[src/rtl/lsu_hs_if.sv]
`default_nettype none
// ============================================================================
//  Module   : lsu_hs_if
//  Purpose  : Bundles the load/store unit's request, memory-port, writeback,
//             status and fault signals into one interface.
//  Modports : slave  - the load/store unit itself
//             master - the surrounding core/memory environment
//  Ports    : req_*        execute-stage request (valid/ready)
//             mem_*        valid/ready memory port with variable-latency rsp
//             wb_*         one-cycle register-file writeback strobe
//             busy/busy_rd stall and hazard status
//             fault_*      one-cycle misalign fault pulse
//  Revision : 1.0  initial release
// ============================================================================
interface lsu_hs_if #(
  parameter int XLEN      = 32,
  parameter int REG_IDX_W = 4
);
  // execute-stage request
  logic                 req_valid;
  logic                 req_ready;
  logic                 req_is_store;
  logic [1:0]           req_size;
  logic                 req_unsigned;
  logic [XLEN-1:0]      req_base;
  logic [11:0]          req_offset;
  logic [XLEN-1:0]      req_wdata;
  logic [REG_IDX_W-1:0] req_rd;
  // memory port
  logic                 mem_req_valid;
  logic                 mem_req_ready;
  logic [XLEN-1:0]      mem_addr;
  logic                 mem_we;
  logic [XLEN/8-1:0]    mem_be;
  logic [XLEN-1:0]      mem_wdata;
  logic                 mem_rsp_valid;
  logic [XLEN-1:0]      mem_rdata;
  // writeback, status, fault
  logic                 wb_valid;
  logic [REG_IDX_W-1:0] wb_rd;
  logic [XLEN-1:0]      wb_data;
  logic                 busy;
  logic [REG_IDX_W-1:0] busy_rd;
  logic                 fault_valid;
  logic [XLEN-1:0]      fault_addr;

  modport slave (
    input  req_valid, req_is_store, req_size, req_unsigned, req_base,
           req_offset, req_wdata, req_rd, mem_req_ready, mem_rsp_valid,
           mem_rdata,
    output req_ready, mem_req_valid, mem_addr, mem_we, mem_be, mem_wdata,
           wb_valid, wb_rd, wb_data, busy, busy_rd, fault_valid, fault_addr
  );

  modport master (
    output req_valid, req_is_store, req_size, req_unsigned, req_base,
           req_offset, req_wdata, req_rd, mem_req_ready, mem_rsp_valid,
           mem_rdata,
    input  req_ready, mem_req_valid, mem_addr, mem_we, mem_be, mem_wdata,
           wb_valid, wb_rd, wb_data, busy, busy_rd, fault_valid, fault_addr
  );
endinterface
`default_nettype wire

[src/rtl/lsu_hs.sv]
`default_nettype none
// ============================================================================
//  Module   : lsu_hs
//  Purpose  : Single-outstanding load/store unit. Computes the effective
//             address, drives a valid/ready memory port with variable
//             latency, splits word-boundary-crossing accesses into two
//             transactions and merges/extends load data for writeback.
//  Ports    : clk  - clock, all state on rising edge
//             rst  - asynchronous active-high reset
//             bus  - lsu_hs_if.slave (request, memory, writeback, status,
//                    fault signals)
//  Revision : 1.0  initial release
// ============================================================================
module lsu_hs #(
  parameter int XLEN               = 32,
  parameter int REG_IDX_W          = 4,
  parameter int SUPPORT_MISALIGNED = 1
) (
  input wire      clk,
  input wire      rst,
  lsu_hs_if.slave bus
);

  localparam int NB    = XLEN / 8;
  localparam int OFF_W = $clog2(NB);

  typedef enum logic [2:0] {
    S_IDLE  = 3'd0,
    S_REQ0  = 3'd1,
    S_WAIT0 = 3'd2,
    S_REQ1  = 3'd3,
    S_WAIT1 = 3'd4,
    S_WB    = 3'd5,
    S_FAULT = 3'd6
  } state_t;

  // --------------------------------------------------------------------------
  // State
  // --------------------------------------------------------------------------
  state_t               state_q,  state_d;
  logic [XLEN-1:0]      ea_q,     ea_d;
  logic [1:0]           size_q,   size_d;
  logic                 store_q,  store_d;
  logic                 uns_q,    uns_d;
  logic [REG_IDX_W-1:0] rd_q,     rd_d;
  logic                 cross_q,  cross_d;
  logic [2*NB-1:0]      be_q,     be_d;      // both transactions' enables
  logic [2*XLEN-1:0]    wdata_q,  wdata_d;   // both transactions' lanes
  logic [XLEN-1:0]      rdata0_q, rdata0_d;
  logic [XLEN-1:0]      rdata1_q, rdata1_d;

  // --------------------------------------------------------------------------
  // Request decode (only meaningful while IDLE)
  // --------------------------------------------------------------------------
  logic [XLEN-1:0]  ea;
  logic [1:0]       size_eff;
  logic [OFF_W-1:0] ea_off;
  logic [4:0]       span;
  logic             crossing;
  logic             take_fault;
  logic [2*NB-1:0]  be_base;
  logic [XLEN-1:0]  wmask;

  assign ea       = bus.req_base + XLEN'($signed(bus.req_offset));
  // A double request on a 32-bit core has no meaning; treat it as a word.
  assign size_eff = (XLEN == 32 && bus.req_size == 2'd3) ? 2'd2 : bus.req_size;
  assign ea_off   = ea[OFF_W-1:0];
  assign span     = 5'(ea_off) + (5'd1 << size_eff);
  assign crossing = (span > 5'(NB));

  if (SUPPORT_MISALIGNED != 0) begin : g_split
    assign take_fault = 1'b0;
  end else begin : g_fault
    logic [OFF_W-1:0] align_mask;
    assign align_mask = OFF_W'((5'd1 << size_eff) - 5'd1);
    assign take_fault = |(ea_off & align_mask);
  end

  always_comb begin
    be_base = '0;
    wmask   = '0;
    case (size_eff)
      2'd0:    begin be_base = (2*NB)'(8'h01); wmask = XLEN'(8'hFF);       end
      2'd1:    begin be_base = (2*NB)'(8'h03); wmask = XLEN'(16'hFFFF);    end
      2'd2:    begin be_base = (2*NB)'(8'h0F); wmask = XLEN'(32'hFFFFFFFF); end
      default: begin be_base = (2*NB)'(8'hFF); wmask = '1;                 end
    endcase
  end

  // --------------------------------------------------------------------------
  // Next-state logic
  // --------------------------------------------------------------------------
  always_comb begin
    state_d  = state_q;
    ea_d     = ea_q;
    size_d   = size_q;
    store_d  = store_q;
    uns_d    = uns_q;
    rd_d     = rd_q;
    cross_d  = cross_q;
    be_d     = be_q;
    wdata_d  = wdata_q;
    rdata0_d = rdata0_q;
    rdata1_d = rdata1_q;
    case (state_q)
      S_IDLE: begin
        if (bus.req_valid) begin
          ea_d     = ea;
          size_d   = size_eff;
          store_d  = bus.req_is_store;
          uns_d    = bus.req_unsigned;
          rd_d     = bus.req_rd;
          cross_d  = crossing;
          // Shift across a double-width window: the upper half becomes
          // the second transaction's low lanes.
          be_d     = be_base << ea_off;
          wdata_d  = ((2*XLEN)'(bus.req_wdata & wmask)) << {ea_off, 3'b000};
          rdata0_d = '0;
          rdata1_d = '0;
          state_d  = take_fault ? S_FAULT : S_REQ0;
        end
      end
      S_REQ0: begin
        if (bus.mem_req_ready) state_d = S_WAIT0;
      end
      S_WAIT0: begin
        if (bus.mem_rsp_valid) begin
          rdata0_d = bus.mem_rdata;
          if (cross_q)      state_d = S_REQ1;
          else if (store_q) state_d = S_IDLE;
          else              state_d = S_WB;
        end
      end
      S_REQ1: begin
        if (bus.mem_req_ready) state_d = S_WAIT1;
      end
      S_WAIT1: begin
        if (bus.mem_rsp_valid) begin
          rdata1_d = bus.mem_rdata;
          state_d  = store_q ? S_IDLE : S_WB;
        end
      end
      S_WB:    state_d = S_IDLE;
      S_FAULT: state_d = S_IDLE;
      default: state_d = S_IDLE;
    endcase
  end

  always_ff @(posedge clk or posedge rst) begin
    if (rst) begin
      state_q  <= S_IDLE;
      ea_q     <= '0;
      size_q   <= '0;
      store_q  <= 1'b0;
      uns_q    <= 1'b0;
      rd_q     <= '0;
      cross_q  <= 1'b0;
      be_q     <= '0;
      wdata_q  <= '0;
      rdata0_q <= '0;
      rdata1_q <= '0;
    end else begin
      state_q  <= state_d;
      ea_q     <= ea_d;
      size_q   <= size_d;
      store_q  <= store_d;
      uns_q    <= uns_d;
      rd_q     <= rd_d;
      cross_q  <= cross_d;
      be_q     <= be_d;
      wdata_q  <= wdata_d;
      rdata0_q <= rdata0_d;
      rdata1_q <= rdata1_d;
    end
  end

  // --------------------------------------------------------------------------
  // Load merge: low-address bytes come from the first word, so shifting the
  // concatenation right by the byte offset aligns the access to bit 0.
  // --------------------------------------------------------------------------
  logic [XLEN-1:0] load_raw;
  logic [XLEN-1:0] load_ext;
  logic [XLEN-1:0] word0_addr;
  logic [XLEN-1:0] word1_addr;

  assign load_raw   = XLEN'({rdata1_q, rdata0_q} >> {ea_q[OFF_W-1:0], 3'b000});
  assign word0_addr = {ea_q[XLEN-1:OFF_W], {OFF_W{1'b0}}};
  assign word1_addr = word0_addr + XLEN'(NB);

  always_comb begin
    load_ext = load_raw;
    case (size_q)
      2'd0: load_ext = uns_q ? XLEN'(load_raw[7:0])  : XLEN'($signed(load_raw[7:0]));
      2'd1: load_ext = uns_q ? XLEN'(load_raw[15:0]) : XLEN'($signed(load_raw[15:0]));
      2'd2: load_ext = uns_q ? XLEN'(load_raw[31:0]) : XLEN'($signed(load_raw[31:0]));
      default: load_ext = load_raw;
    endcase
  end

  // --------------------------------------------------------------------------
  // Outputs: everything is decoded from registered state so that outputs are
  // zero whenever the unit is idle or in reset.
  // --------------------------------------------------------------------------
  assign bus.req_ready = (state_q == S_IDLE);
  assign bus.busy      = (state_q != S_IDLE);
  assign bus.busy_rd   = (state_q != S_IDLE && state_q != S_FAULT && !store_q)
                         ? rd_q : '0;

  always_comb begin
    bus.mem_req_valid = 1'b0;
    bus.mem_addr      = '0;
    bus.mem_we        = 1'b0;
    bus.mem_be        = '0;
    bus.mem_wdata     = '0;
    bus.wb_valid      = 1'b0;
    bus.wb_rd         = '0;
    bus.wb_data       = '0;
    bus.fault_valid   = 1'b0;
    bus.fault_addr    = '0;
    case (state_q)
      S_REQ0: begin
        bus.mem_req_valid = 1'b1;
        bus.mem_addr      = word0_addr;
        bus.mem_we        = store_q;
        bus.mem_be        = be_q[NB-1:0];
        bus.mem_wdata     = wdata_q[XLEN-1:0];
      end
      S_REQ1: begin
        bus.mem_req_valid = 1'b1;
        bus.mem_addr      = word1_addr;
        bus.mem_we        = store_q;
        bus.mem_be        = be_q[2*NB-1:NB];
        bus.mem_wdata     = wdata_q[2*XLEN-1:XLEN];
      end
      S_WB: begin
        // x0 is never written; the access itself has already happened.
        if (rd_q != '0) begin
          bus.wb_valid = 1'b1;
          bus.wb_rd    = rd_q;
          bus.wb_data  = load_ext;
        end
      end
      S_FAULT: begin
        bus.fault_valid = 1'b1;
        bus.fault_addr  = ea_q;
      end
      default: ;
    endcase
  end

endmodule
`default_nettype wire

[src/flat_wrapper.sv]
// flat-port wrapper written by rule: the top's interface ports become plain ports
module lsu_hs_flat 
#(
  parameter int XLEN               = 32,
  parameter int REG_IDX_W          = 4,
  parameter int SUPPORT_MISALIGNED = 1
)
  (clk, rst, bus_req_valid, bus_req_is_store, bus_req_size, bus_req_unsigned, bus_req_base, bus_req_offset, bus_req_wdata, bus_req_rd, bus_mem_req_ready, bus_mem_rsp_valid, bus_mem_rdata, bus_req_ready, bus_mem_req_valid, bus_mem_addr, bus_mem_we, bus_mem_be, bus_mem_wdata, bus_wb_valid, bus_wb_rd, bus_wb_data, bus_busy, bus_busy_rd, bus_fault_valid, bus_fault_addr);
  lsu_hs_if #(.XLEN(XLEN), .REG_IDX_W(REG_IDX_W)) bus_i ();
  input wire clk;
  input wire rst;
  input wire logic [$bits(bus_i.req_valid)-1:0] bus_req_valid;
  input wire logic [$bits(bus_i.req_is_store)-1:0] bus_req_is_store;
  input wire logic [$bits(bus_i.req_size)-1:0] bus_req_size;
  input wire logic [$bits(bus_i.req_unsigned)-1:0] bus_req_unsigned;
  input wire logic [$bits(bus_i.req_base)-1:0] bus_req_base;
  input wire logic [$bits(bus_i.req_offset)-1:0] bus_req_offset;
  input wire logic [$bits(bus_i.req_wdata)-1:0] bus_req_wdata;
  input wire logic [$bits(bus_i.req_rd)-1:0] bus_req_rd;
  input wire logic [$bits(bus_i.mem_req_ready)-1:0] bus_mem_req_ready;
  input wire logic [$bits(bus_i.mem_rsp_valid)-1:0] bus_mem_rsp_valid;
  input wire logic [$bits(bus_i.mem_rdata)-1:0] bus_mem_rdata;
  output wire logic [$bits(bus_i.req_ready)-1:0] bus_req_ready;
  output wire logic [$bits(bus_i.mem_req_valid)-1:0] bus_mem_req_valid;
  output wire logic [$bits(bus_i.mem_addr)-1:0] bus_mem_addr;
  output wire logic [$bits(bus_i.mem_we)-1:0] bus_mem_we;
  output wire logic [$bits(bus_i.mem_be)-1:0] bus_mem_be;
  output wire logic [$bits(bus_i.mem_wdata)-1:0] bus_mem_wdata;
  output wire logic [$bits(bus_i.wb_valid)-1:0] bus_wb_valid;
  output wire logic [$bits(bus_i.wb_rd)-1:0] bus_wb_rd;
  output wire logic [$bits(bus_i.wb_data)-1:0] bus_wb_data;
  output wire logic [$bits(bus_i.busy)-1:0] bus_busy;
  output wire logic [$bits(bus_i.busy_rd)-1:0] bus_busy_rd;
  output wire logic [$bits(bus_i.fault_valid)-1:0] bus_fault_valid;
  output wire logic [$bits(bus_i.fault_addr)-1:0] bus_fault_addr;
  assign bus_i.req_valid = bus_req_valid;
  assign bus_i.req_is_store = bus_req_is_store;
  assign bus_i.req_size = bus_req_size;
  assign bus_i.req_unsigned = bus_req_unsigned;
  assign bus_i.req_base = bus_req_base;
  assign bus_i.req_offset = bus_req_offset;
  assign bus_i.req_wdata = bus_req_wdata;
  assign bus_i.req_rd = bus_req_rd;
  assign bus_i.mem_req_ready = bus_mem_req_ready;
  assign bus_i.mem_rsp_valid = bus_mem_rsp_valid;
  assign bus_i.mem_rdata = bus_mem_rdata;
  assign bus_req_ready = bus_i.req_ready;
  assign bus_mem_req_valid = bus_i.mem_req_valid;
  assign bus_mem_addr = bus_i.mem_addr;
  assign bus_mem_we = bus_i.mem_we;
  assign bus_mem_be = bus_i.mem_be;
  assign bus_mem_wdata = bus_i.mem_wdata;
  assign bus_wb_valid = bus_i.wb_valid;
  assign bus_wb_rd = bus_i.wb_rd;
  assign bus_wb_data = bus_i.wb_data;
  assign bus_busy = bus_i.busy;
  assign bus_busy_rd = bus_i.busy_rd;
  assign bus_fault_valid = bus_i.fault_valid;
  assign bus_fault_addr = bus_i.fault_addr;
  lsu_hs #(.XLEN(XLEN), .REG_IDX_W(REG_IDX_W), .SUPPORT_MISALIGNED(SUPPORT_MISALIGNED)) u_core (.clk(clk), .rst(rst), .bus(bus_i));
endmodule
[config.mk]
export PLATFORM = sky130hd
export DESIGN_NAME = lsu_hs_flat
export DESIGN_NICKNAME = d
export VERILOG_FILES = /design/src/rtl/lsu_hs_if.sv /design/src/rtl/lsu_hs.sv /design/src/flat_wrapper.sv
export SDC_FILE = /design/constraint.sdc
export NUM_CORES = 1
export LEC_CHECK = 0
export ABC_CLOCK_PERIOD_IN_PS = 5000
export CAP_MARGIN = 20
export CORE_MARGIN = 3
export CORE_UTILIZATION = 46
export DETAILED_ROUTE_END_ITERATION = 8
export PLACE_DENSITY_LB_ADDON = 0.05
export RECOVER_POWER = 25
export SYNTH_ARGS = -nofsm -noshare
export SYNTH_HDL_FRONTEND = slang
export SYNTH_SLANG_ARGS = --single-unit
[constraint.sdc]
create_clock -name clk -period 5 [get_ports clk]
set_input_delay 0.75 -clock clk [delete_from_list [all_inputs] [get_ports clk]]
set_output_delay 0.75 -clock clk [all_outputs]
set_load 0.005 [all_outputs]
# Word level (Yosys, flattened, before mapping)

Index checks and enable logic that the tools add are counted.

Register bits: 180
Input bits: 121
Output and inout bits: 146
Logic and storage cells: 83

$add $sub $neg: 3
Magnitude comparators: 1
Equal/unequal tests: 16
Shift-type cells: 4
Multiplexer cells: 32
Bitwise operators: 1
Reductions and logical operators: 15

Operator list:

| kind                                                | count |
|---|---|
| one-hot mux 32 bit (2 select lines)                 | 6 |
| two-way mux 32 bit                                  | 7 |
| << shifter 64 x 5 -> 64 bit                         | 1 |
| >> shifter 64 x 5 -> 32 bit                         | 1 |
| adder 32 x 3 -> 32 bit, second input constant       | 1 |
| adder 32 bit                                        | 1 |
| AND 32 bit                                          | 1 |
| one-hot mux 8 bit (3 select lines)                  | 1 |
| two-way mux 3 bit                                   | 7 |
| one-hot mux 3 bit (5 select lines)                  | 1 |
| two-way mux 4 bit                                   | 3 |
| != test 2 bit, second input constant                | 5 |
| equality test 3 bit, second input constant          | 3 |
| one-hot mux 4 bit (2 select lines)                  | 1 |
| << shifter 8 x 2 -> 8 bit                           | 1 |
| equality test 3 x 2 -> 1 bit, second input constant | 2 |
| AND reduction 3 bit                                 | 2 |
| adder 2 x 5 -> 5 bit                                | 1 |
| > comparator 5 x 3 -> 1 bit, second input constant  | 1 |
| two-way mux 1 bit                                   | 5 |
| AND reduction 5 bit                                 | 1 |
| << shifter 1 x 2 -> 5 bit, first input constant     | 1 |
| equality test 2 x 1 -> 1 bit, second input constant | 2 |
| equality test 2 bit, second input constant          | 2 |
| other kinds (12)                                    | 15 |

# Logic depth before layout (Yosys ltp)

Gate-level depths: netlist of run 1.

Depth in word-level cells: 6
Gate-level depth with buffers: 10
Gate-level depth less buffers: 9

# Worst setup path after synthesis of run 1

No wires, ideal clock.

Kind: in2reg
From: input bus_req_offset[0]
To: register u_core.wdata_q[16]
Library setup time: 83 ps
Arrival: 2708 ps
Required time: 4917 ps
Path slack: 2210 ps
Cell stages on the path: 8
Path buffers: 2
Cells stage by stage: ha_1 fa_1 clkbuf_1 inv_2 clkbuf_1 nor2_1 a21oi_1 o21ai_0

Longest elaborated chain between the ends: 2

RTL lines:

| item                        | line               | RTL |
|---|---|---|
| start: declaration          | flat_wrapper.sv:17 | `input wire logic [$bits(bus_i.req_offset)-1:0] bus_req_offset;` |
| adder 32 bit                | lsu_hs.sv:64       | `assign ea = bus.req_base + XLEN'($signed(bus.req_offset));` |
| named net u_core.ea[1]      | lsu_hs.sv:55       | `logic [XLEN-1:0] ea;` |
| << shifter 64 x 5 -> 64 bit | lsu_hs.sv:117      | `wdata_d = ((2*XLEN)'(bus.req_wdata & wmask)) << {ea_off, 3'b000};` |
| end signal: assignment      | lsu_hs.sv:171      | `wdata_q <= wdata_d;` |
| end: declaration            | lsu_hs.sv:48       | `logic [2*XLEN-1:0] wdata_q, wdata_d;` |

The timed path passes the listed nets, and every way through them passes these cells.
A chain may end at the register's enable or synchronous reset.

# Worst setup path in the final report of run 1

From: register u_core.ea_q[0]
To: output bus_wb_data[16]

Longest elaborated chain between the ends: 5
Elaborated cells on any way between the ends: 6
Those cells by class: shift (1); mux (5)

RTL lines:

| item                                  | line                         | RTL |
|---|---|---|
| start: declaration                    | lsu_hs.sv:41                 | `logic [XLEN-1:0] ea_q, ea_d;` |
| start signal: assignment              | lsu_hs.sv:152                | `ea_q <= '0;` |
| start signal: assignment              | lsu_hs.sv:164                | `ea_q <= ea_d;` |
| >> shifter 64 x 5 -> 32 bit *         | lsu_hs.sv:186                | `assign load_raw = XLEN'({rdata1_q, rdata0_q} >> {ea_q[OFF_W-1:0], 3'b000});` |
| two-way mux 32 bit (on tied branches) | lsu_hs.sv:194, lsu_hs.sv:193 |  |
| one-hot mux 32 bit (2 select lines) * | lsu_hs.sv:192                | `case (size_q)` |
| two-way mux 32 bit *                  | lsu_hs.sv:237                | `if (rd_q != '0) begin` |
| two-way mux 32 bit *                  | lsu_hs.sv:220                | `case (state_q)` |
| end: declaration                      | flat_wrapper.sv:31           | `output wire logic [$bits(bus_i.wb_data)-1:0] bus_wb_data;` |

Every way passes the cells marked *; elsewhere a longest branch is shown, timed or not.

==> metrics.txt, run 1 <==
layout cells sized above 1=between 8 and 9%; clock skew=roughly 13 ps; Worst-Margin Slew=2341 ps; CTS Sinks=approximately 160; Seq/Total Area, Yosys=36.39%; mux contribution to synthesized area=10.62%; post-synthesis compound-gate area fraction=17.33%; Synth Area in Adders=between 4 and 5%; maxcap violations=1; status=complete, but fails checks; die width=162.6 um; CTS clk-pin slew, worst paths=70 ps; Starting Density=roughly 47%; vias per cell=5.540; crit start category=register; synth top area cells=dfrtp_1, nand2_1, o21ai_0; initial antenna violation count=1; clock network power share=between 10% and 20%; WP data required=approximately 4300 ps; Max rail drop VDD=281.4 uV; FF-to-FF End=u_core.wdata_q[53]; post-synthesis xor/xnor area fraction=3.883%; Rel. slew slack=-56.08%; Die ar.=26430 um^2; DRC violations left=0; CP Max Fanout=37; RSZ-0062 raised after global routing=no; R2R Setup Slk=2420 ps; Post-DP HPWL=24.00 mm; critical path class=reg2out; setup repair bufs after CTS=0; HP Class=reg2reg; core area=roughly 24000 um^2; pre-CTS setup slack=around 1100 ps; RD Place Congestion=0.8771; drt total wl=approximately 33 mm; CTS root buffer=clkbuf_16; Synth cell types=80; ys async rst share=100.0%; CTS tree=done; Worst Hold Launch=u_core.wdata_q[3]; routed len/inst=between 15 and 20 um; H-tree level count=4; Num CTS Buffers=17; switching share of power=40.20%; Reg area=4108 um^2; Area growth, synth to finish=30.13%; violated checks=max-capacitance violations, max-slew violations; Synth area leader=dfrtp_1; Logic pwr share=44.5%; grt total ovfl=0; area share of the largest cell type after synthesis=36.39%; multi-input logic area=approximately 6700 um^2; FF+latch count, synth=164; mapped cell area=~11000 um^2; routed vias=10390; FILL cells=2144; clk_lat worst skew=430 ps; Pins Over Slew Limit=165; Post-CTS Resized=0; EDFF count, synth=0; setup ws final=1041 ps; pin count of the biggest net entering global routing=165; Finish-stage setup viols=0; Final Hold Viols=0; sw power=2.765 mW; Post-Synth Simple-Gate Area=a little under a quarter; post-route ant nets=0; Worst Hold Endpoint=u_core.wdata_q[3]; total leakage power=6.015 nW; Syn Area/Cell=~8.4 um^2; R2R depth=5; die height=162.6 um; Cells after Synth=between 1000 and 1500; Critical R2R Launch=u_core.state_q[0]; 1st-pass router iterations=5; port bufs=~260; internal power=4.113 mW; Iteration-0 DRC Markers=between 600 and 700; fin nets=1701; critical path arrival=~3200 ps; Period minus WS final=between 3000 and 4000 ps; pwr/cell area=roughly 470 nW/um^2; first-pass GRT wire length=53.73 mm; num rows=56; synthesis warning total=0; CTS hold repair buffers=0; Post-Route Setup TNS=0 ps; GRT Util Overall=25.24%; vias in the first global route=a little under 10000; io pins=about 270; CTS max path bufs=2; Peak Freq=0.2526 GHz; Tcrit/Tclk final=79.17%; sequential share of power=36.7%; largest family of logic cells by synthesized area=simple AND/OR/NAND/NOR gates; total power=6.879 mW; hold path cells=2; most common flop cell mapped by yosys=dfrtp_1; CP endpoint kind=primary output
-- cell families after synthesis --
kind of cell	count (synthesis)
AO/OA/AOI/OAI	326
XOR/XNOR	50
adder cells (fa/ha/maj)	37
buffers and inverters	116
flip-flops	164
multiplexers	81
other	1
AND/OR/NAND/NOR	565
-- registers in the layout, summed over array words and instances, names as in the netlist, 2 cells and up --
signal,flops
u_core.state_q,3
u_core.rdata1_q,24
u_core.be_q,8
u_core.rdata0_q,32
u_core.rd_q,4
u_core.size_q,2
u_core.wdata_q,56
u_core.ea_q,32
-- worst max-delay path by stage --
stage | start | endpoint | slack, ps
4_1_cts | u_core.ea_q[0] | bus_wb_data[24] | 1010
5_1_grt | u_core.ea_q[0] | bus_wb_data[16] | 720
3_5_place_dp | bus_req_offset[11] | u_core.ea_q[29] | 1110
3_3_place_gp | bus_req_offset[11] | u_core.ea_q[29] | 1140
2_1_floorplan | rst | u_core.be_q[0] | 2170
6_report | u_core.ea_q[0] | bus_wb_data[16] | 1040
-- power groups by stage --
stage               sequential (mW)  combinational (mW)  clock, mW
floorplan                      2.20                2.15          0
global placement               2.52                3.04          0
detailed placement             2.54                3.08          0
CTS                            2.52                3.09       1.32
global route                   2.62                3.41       1.37
finish                         2.52                3.06       1.29
-- critical path: stages, from the launching register on --
cell and delay [ps]:
dfrtp_2 980, a21oi_1 250, nor2_1 150, a21oi_1 40, or3_1 560, a21oi_1 270
clkdlybuf4s50_1 530
-- layer usage --
layer  global-route usage (%)  wire (um)  vias up
li1                         -          -     5069
met1                    36.82      15690     4964
met2                    39.71      15190      324
met3                    4.196       2052       34
met4                    5.805        483        2
met5                        0         13        -
-- cell usage in the layout (no fill, tap or decap), types with 11 or more instances in the layout --
master and n:
and2_1 52, mux2i_1 33, nand3_1 24, nor2_1 104, inv_1 16, o31ai_1 11, xnor2_1 20, nor2b_1 13
o21ai_0 142, ha_1 35, clkdlybuf4s50_1 261, a21oi_1 94, mux4_2 29, mux2_2 18, nand2_1 295, xor2_1 30
clkbuf_16 17, and3_1 18, buf_4 14, nand4_1 12, dfrtp_1 161
-- metrics by stage --
step / std cells / util, % / hold slack (ps) / instance area [um^2]
global route: 1875 / 61.77 / 484.1 / 14670
floorplan: 1341 / - / 438.0 / 11280
finish: 1876 / 61.78 / 464.7 / 14680
detailed placement: 1843 / 59.40 / 455.1 / 14110
CTS: 1875 / 61.83 / 470.3 / 14690
global placement: 1842 / 59.28 / 448.0 / 14080
-- cell type report --
cell class              count  area share, %
multi-input cells        1061          45.76
flip-flops and latches    164          27.99
repair buffers            281          19.10
clock buffers              19          3.086
well taps                 319          2.720
clock inverters            13         0.8441
inverters                  18         0.4860
diodes                      1        0.01705
-- cells in the mapped netlist (4+ instances only) --
| cell type | instances |
|---|---|
| o21ai_1 | 4 |
| nor3_1 | 8 |
| a32oi_1 | 8 |
| xnor2_1 | 20 |
| or3_1 | 8 |
| mux2i_1 | 33 |
| and3_1 | 18 |
| ha_1 | 35 |
| a221o_1 | 8 |
| nor2_1 | 104 |
| buf_2 | 17 |
| o21a_1 | 8 |
| o21bai_1 | 4 |
| a22o_1 | 8 |
| xor2_1 | 30 |
| nand2_1 | 296 |
| o31ai_1 | 11 |
| dfrtp_1 | 164 |
| and2_1 | 52 |
| mux4_2 | 29 |
| clkbuf_1 | 69 |
| inv_1 | 17 |
| mux2_2 | 18 |
| o21ai_0 | 142 |
| nand4_1 | 12 |
| a21o_1 | 7 |
| a21oi_1 | 95 |
| nor2b_1 | 13 |
| nand3_1 | 24 |
Power figures use the tool's default switching activity.
==> inputs of run 2 (changes only) <==
--- a/config.mk
+++ b/config.mk
@@ -5,10 +5,10 @@
 export SDC_FILE = /design/constraint.sdc
 export NUM_CORES = 1
 export LEC_CHECK = 0
-export ABC_CLOCK_PERIOD_IN_PS = 5000
+export ABC_CLOCK_PERIOD_IN_PS = 3800
 export CAP_MARGIN = 20
 export CORE_MARGIN = 3
-export CORE_UTILIZATION = 46
+export CORE_UTILIZATION = 51
 export DETAILED_ROUTE_END_ITERATION = 8
 export PLACE_DENSITY_LB_ADDON = 0.05
 export RECOVER_POWER = 25
==> constraint.sdc (replaced) <==
create_clock -name clk -period 3.8 [get_ports clk]
set_input_delay 0.57 -clock clk [delete_from_list [all_inputs] [get_ports clk]]
set_output_delay 0.57 -clock clk [all_outputs]
set_load 0.005 [all_outputs]
==> metrics.txt, run 2 (synthesis gave the netlist of run 1 again) <==
layout cells sized above 1=a little under a tenth; pin count of the biggest net entering global routing=between 100 and 150; die height=154.7 um; WP data required=3230 ps; clock skew=14.39 ps; routed len/inst=17.92 um; CTS hold repair buffers=0; clock network power share=a little under a fifth; RD Place Congestion=0.9591; first-pass GRT wire length=53.64 mm; most frequent cells in the layout=nand2_1, clkdlybuf4s50_1, dfrtp_1; Num CTS Buffers=17; DRC violations left=0; CTS clk-pin slew, worst paths=70 ps; initial antenna violation count=1; port bufs=264; status=complete, but fails checks; Worst-Margin Slew=2052 ps; CTS tree=done; setup repair bufs after CTS=0; hold path cells=2; R2R depth=7; Logic pwr share=45.8%; HP Class=reg2reg; vias per cell=slightly below 6; sw power=3.646 mW; most flop-heavy register=u_core.wdata_q; Critical R2R Launch=u_core.state_q[1]; Largest regs=u_core.wdata_q: 56 flops, u_core.ea_q: 32 flops, u_core.rdata0_q: 32 flops; Iteration-0 DRC Markers=775; Post-Route Setup TNS=0 ps; Worst Hold Launch=u_core.wdata_q[5]; number of flip-flops in the largest register=56; CP endpoint kind=primary output; grt total ovfl=0; Final Hold Viols=0; Peak Freq=between 0.2 and 0.3 GHz; num rows=53; diodes inserted=0; Area growth, synth to finish=30.09%; Die ar.=23930 um^2; Cell Area, Placed=14100 um^2; CTS max path bufs=2; Finish-stage setup viols=0; routed vias=approximately 11000; total power=9.154 mW; clk_lat worst skew=430 ps; Pins Over Slew Limit=around 150; maxcap violations=2; total leakage power=6.065 nW; fin cells=1839; post-route ant nets=0; critical path class=reg2out; sequential share of power=about a third; final instance area=14670 um^2; RSZ-0062 raised after global routing=no; critical path arrival=a little over 3000 ps; violated checks=max-capacitance violations, max-slew violations; pwr/cell area=about 620 nW/um^2; commonest non-fill, non-tap cell in the layout=nand2_1; Rel. slew slack=-36.78%; core area=21350 um^2; Starting Density=52.81%; CTS Sinks=164; drt total wl=~33 mm; io pins=267; vias in the first global route=10350; 1st-pass router iterations=5; H-tree level count=4; pre-CTS setup slack=372.3 ps; placed cells=about 1800; CP Max Fanout=8; crit path launch=u_core.ea_q[8]; die width=between 150 and 200 um; Tcrit/Tclk final=94.85%; Post-DP HPWL=24.15 mm; Max rail drop VDD=around 370 uV; CTS root buffer=clkbuf_16; setup ws final=approximately 200 ps; GRT Util Overall=27.54%; fin nets=1709; FILL cells=1765; crit start category=register; Post-CTS Resized=0; Period minus WS final=3604 ps; switching share of power=39.83%; internal power=5.508 mW
run 2: changes by cell type in the layout (fill, tap and decap cells not counted), moves of 2 or more:
cell	previous run	this run
buf_4	14	22
clkinvlp_4	4	1
clkbuf_2	0	2
clkdlybuf4s50_1	261	263
dlygate4sd3_1	3	1
run 2: critical path, stage by stage, from the launching register on:
cell	delay (ps)
dfrtp_1	510
and4_1	410
and2_1	190
nand4_1	310
or3_1	450
a21oi_1	150
clkdlybuf4s50_1	590
run 2: layout make-up:
| cell class | instances | area (um^2) | area share, % |
|---|---|---|---|
| Inverter | 18 | 68.82 | 0.4691 |
| Tap cell | 275 | 344.1 | 2.345 |
| Timing Repair Buffer | 289 | 2838 | 19.34 |
| Multi-Input combinational cell | 1061 | 6713 | 45.76 |
| Clock inverter | 13 | 147.6 | 1.006 |
| Clock buffer | 19 | 452.9 | 3.087 |
| Sequential cell | 164 | 4106 | 27.99 |
run 2: power groups by stage:
| stage | logic (mW) | registers, mW | clock network [mW] |
|---|---|---|---|
| final | 4.19 | 3.21 | 1.75 |
| after detailed placement | 4.20 | 3.22 | 0 |
| after CTS | 4.22 | 3.19 | 1.77 |
| after global placement | 4.11 | 3.18 | 0 |
| after floorplan | 2.83 | 2.90 | 0 |
| after global routing | 4.67 | 3.31 | 1.84 |
run 2: worst paths after layout:
check | to | slack (ps)
max in group asynchronous | u_core.ea_q[0] | 710
worst max-delay path | bus_mem_addr[22] | 200
worst max register to register | u_core.ea_q[25] | 810
worst min register to register | u_core.wdata_q[5] | 470
min in group asynchronous | u_core.wdata_q[3] | 620
worst min-delay path | u_core.wdata_q[5] | 470
run 2: per-stage QoR:
stage               hold slack (ps)  utilization (%)
floorplan                     438.0                -
global placement              450.3            66.02
detailed placement            455.8            66.02
CTS                           458.8            68.83
global route                  495.5            68.70
finish                        469.1            68.70
run 2: metal layers:
metal  global-route usage [%]  share of wire, %  up-vias
met4                    7.738               1.7        2
met2                    44.22                47      419
li1                         -                 -     5095
met1                    38.27                44     5055
met5                        0             0.033        -
met3                    5.484               7.3       43
==> inputs of run 3 (changes only) <==
--- a/config.mk
+++ b/config.mk
@@ -10,6 +10,7 @@
 export CORE_MARGIN = 3
 export CORE_UTILIZATION = 51
 export DETAILED_ROUTE_END_ITERATION = 8
+export GPL_TIMING_DRIVEN = 0
 export PLACE_DENSITY_LB_ADDON = 0.05
 export RECOVER_POWER = 25
 export SYNTH_ARGS = -nofsm -noshare
==> metrics.txt, run 3 (synthesis gave the netlist of run 1 again) <==
pre-CTS setup slack=-26.81 ps; RD Place Congestion=around 0.97; CP endpoint kind=primary output; Starting Density=about 53%; Cell Area, Placed=approximately 14000 um^2; WP data required=3230 ps; Tcrit/Tclk final=94.62%; Pins Over Slew Limit=103; Worst-Margin Slew=1814 ps; post-route ant nets=0; Max rail drop VDD=417.3 uV; met2 WL=18.26 mm; most frequent cells in the layout=nand2_1, clkdlybuf4s50_1, dfrtp_1; CP max stage delay=520 ps; Iteration-0 DRC Markers=about 1000; crit start category=register; num rows=between 50 and 60; clock network power share=between 10% and 20%; Area growth, synth to finish=31.92%; top layer in use=met5; fin nets=1785; critical path arrival=3030 ps; Peak Freq=0.2781 GHz; Post-DP HPWL=a little under 30 mm; pwr/cell area=642.2 nW/um^2; Largest regs=u_core.wdata_q: 56 flops, u_core.ea_q: 32 flops, u_core.rdata0_q: 32 flops; Final Hold Viols=0; CTS root buffer=clkbuf_16; total leakage power=6.136 nW; post-layout utilization of the core=69.67%; CTS Sinks=around 160; vias in the first global route=around 11000; GRT Util Overall=31.88%; CTS max path bufs=2; Die ar.=23930 um^2; die width=roughly 150 um; clock skew=10.87 ps; most flop-heavy register=u_core.wdata_q; HP Class=reg2reg; Period minus WS final=3595 ps; Met1 Wirelength=15.61 mm; Logic pwr share=49.4%; initial antenna violation count=1; routed len/inst=20.26 um; DR WL met3=around 4 mm; internal power=5.473 mW; switching share of power=42.72%; maxcap violations=3; drt total wl=around 39 mm; H-tree level count=4; vias per cell=5.909; Post-Route Setup TNS=0 ps; setup ws final=204.5 ps; core area=21350 um^2; CTS hold repair buffers=0; die height=154.7 um; Num CTS Buffers=17; Finish-stage setup viols=0; status=complete, but fails checks; critical path class=reg2out; sw power=4.081 mW; Rel. slew slack=-20.91%; clk_lat worst skew=440 ps; commonest non-fill, non-tap cell in the layout=nand2_1; 1st-pass router iterations=7; CTS tree=done; CP cell instances=and4_2, nand3_1, nor4_4, and4_4, nand3_2, xor2_1, nor2_1, clkdlybuf4s50_1; fin cells=1916; RSZ-0062 raised after global routing=no; pin count of the biggest net entering global routing=43; placed cells=approximately 1900; grt total ovfl=0; CP Max Fanout=7; violated checks=max-capacitance violations, max-slew violations; routed vias=11320; number of flip-flops in the largest register=56; CTS clk-pin slew, worst paths=70 ps; sequential share of power=32.8%; layout cells sized above 1=8.598%; total power=roughly 9.6 mW; final instance area=14880 um^2; WHS=470.5 ps; first-pass GRT wire length=roughly 60 mm; DRC violations left=0; io pins=roughly 270; slowest cell on the critical path=clkdlybuf4s50_1; port bufs=263
run 3: cell count changes in the layout (fill, tap and decap cells not counted), moves of 3 or more:
cell / before / now
buf_4: 22 / 4
inv_6: 4 / 7
buf_1: 0 / 3
buf_2: 0 / 17
clkbuf_1: 0 / 69
run 3: final cells by class:
class                      count  area [um^2]
timing repair buffer         268         2678
clock inverter                15        145.1
sequential                   164         4104
buffer                        97        435.4
tap                          275        344.1
clock buffer                  17        425.4
antenna                        1        2.502
fill                        1802         6476
multi-input combinational   1061         6674
inverter                      18        68.82
run 3: metal layers:
metal	GRT usage (%)	vias to the layer above
li1	-	5239
met1	43.05	5362
met2	51.89	639
met3	7.107	80
met4	9.251	2
met5	0	-
run 3: critical path: cells and delay by family, from the launching register on:
kind	cells	cell delay, ps
simple gates	6	1430
flops	1	480
xor+xnor	1	150
buf+inv	1	520
run 3: repair_timing:
item | in CTS | in global routing
setup endpoints to repair | 3 | 22
buffers inserted | 0 | 1
resized for setup | 1 | 2
pin swaps | 0 | 1
run 3: path summary, 6_finish.rpt:
kind,slack [ps],from,endpoint,cells past startpoint
worst max-delay path,200,u_core.ea_q[12],bus_mem_addr[31],8
worst min-delay path,470,u_core.be_q[2],u_core.be_q[2],2
worst max register to register,1190,u_core.state_q[1],u_core.ea_q[11],8
worst min register to register,470,u_core.be_q[2],u_core.be_q[2],2
max in group asynchronous,550,rst,u_core.ea_q[18],3
min in group asynchronous,820,rst,u_core.wdata_q[38],2
run 3: power groups by stage:
stage | combinational [mW] | sequential [mW] | clock [mW]
after floorplan | 2.83 | 2.90 | 0
after global placement | 4.56 | 3.10 | 0
after detailed placement | 4.66 | 3.13 | 0
after CTS | 4.69 | 3.11 | 1.70
after global routing | 5.13 | 3.22 | 1.78
final | 4.72 | 3.14 | 1.70
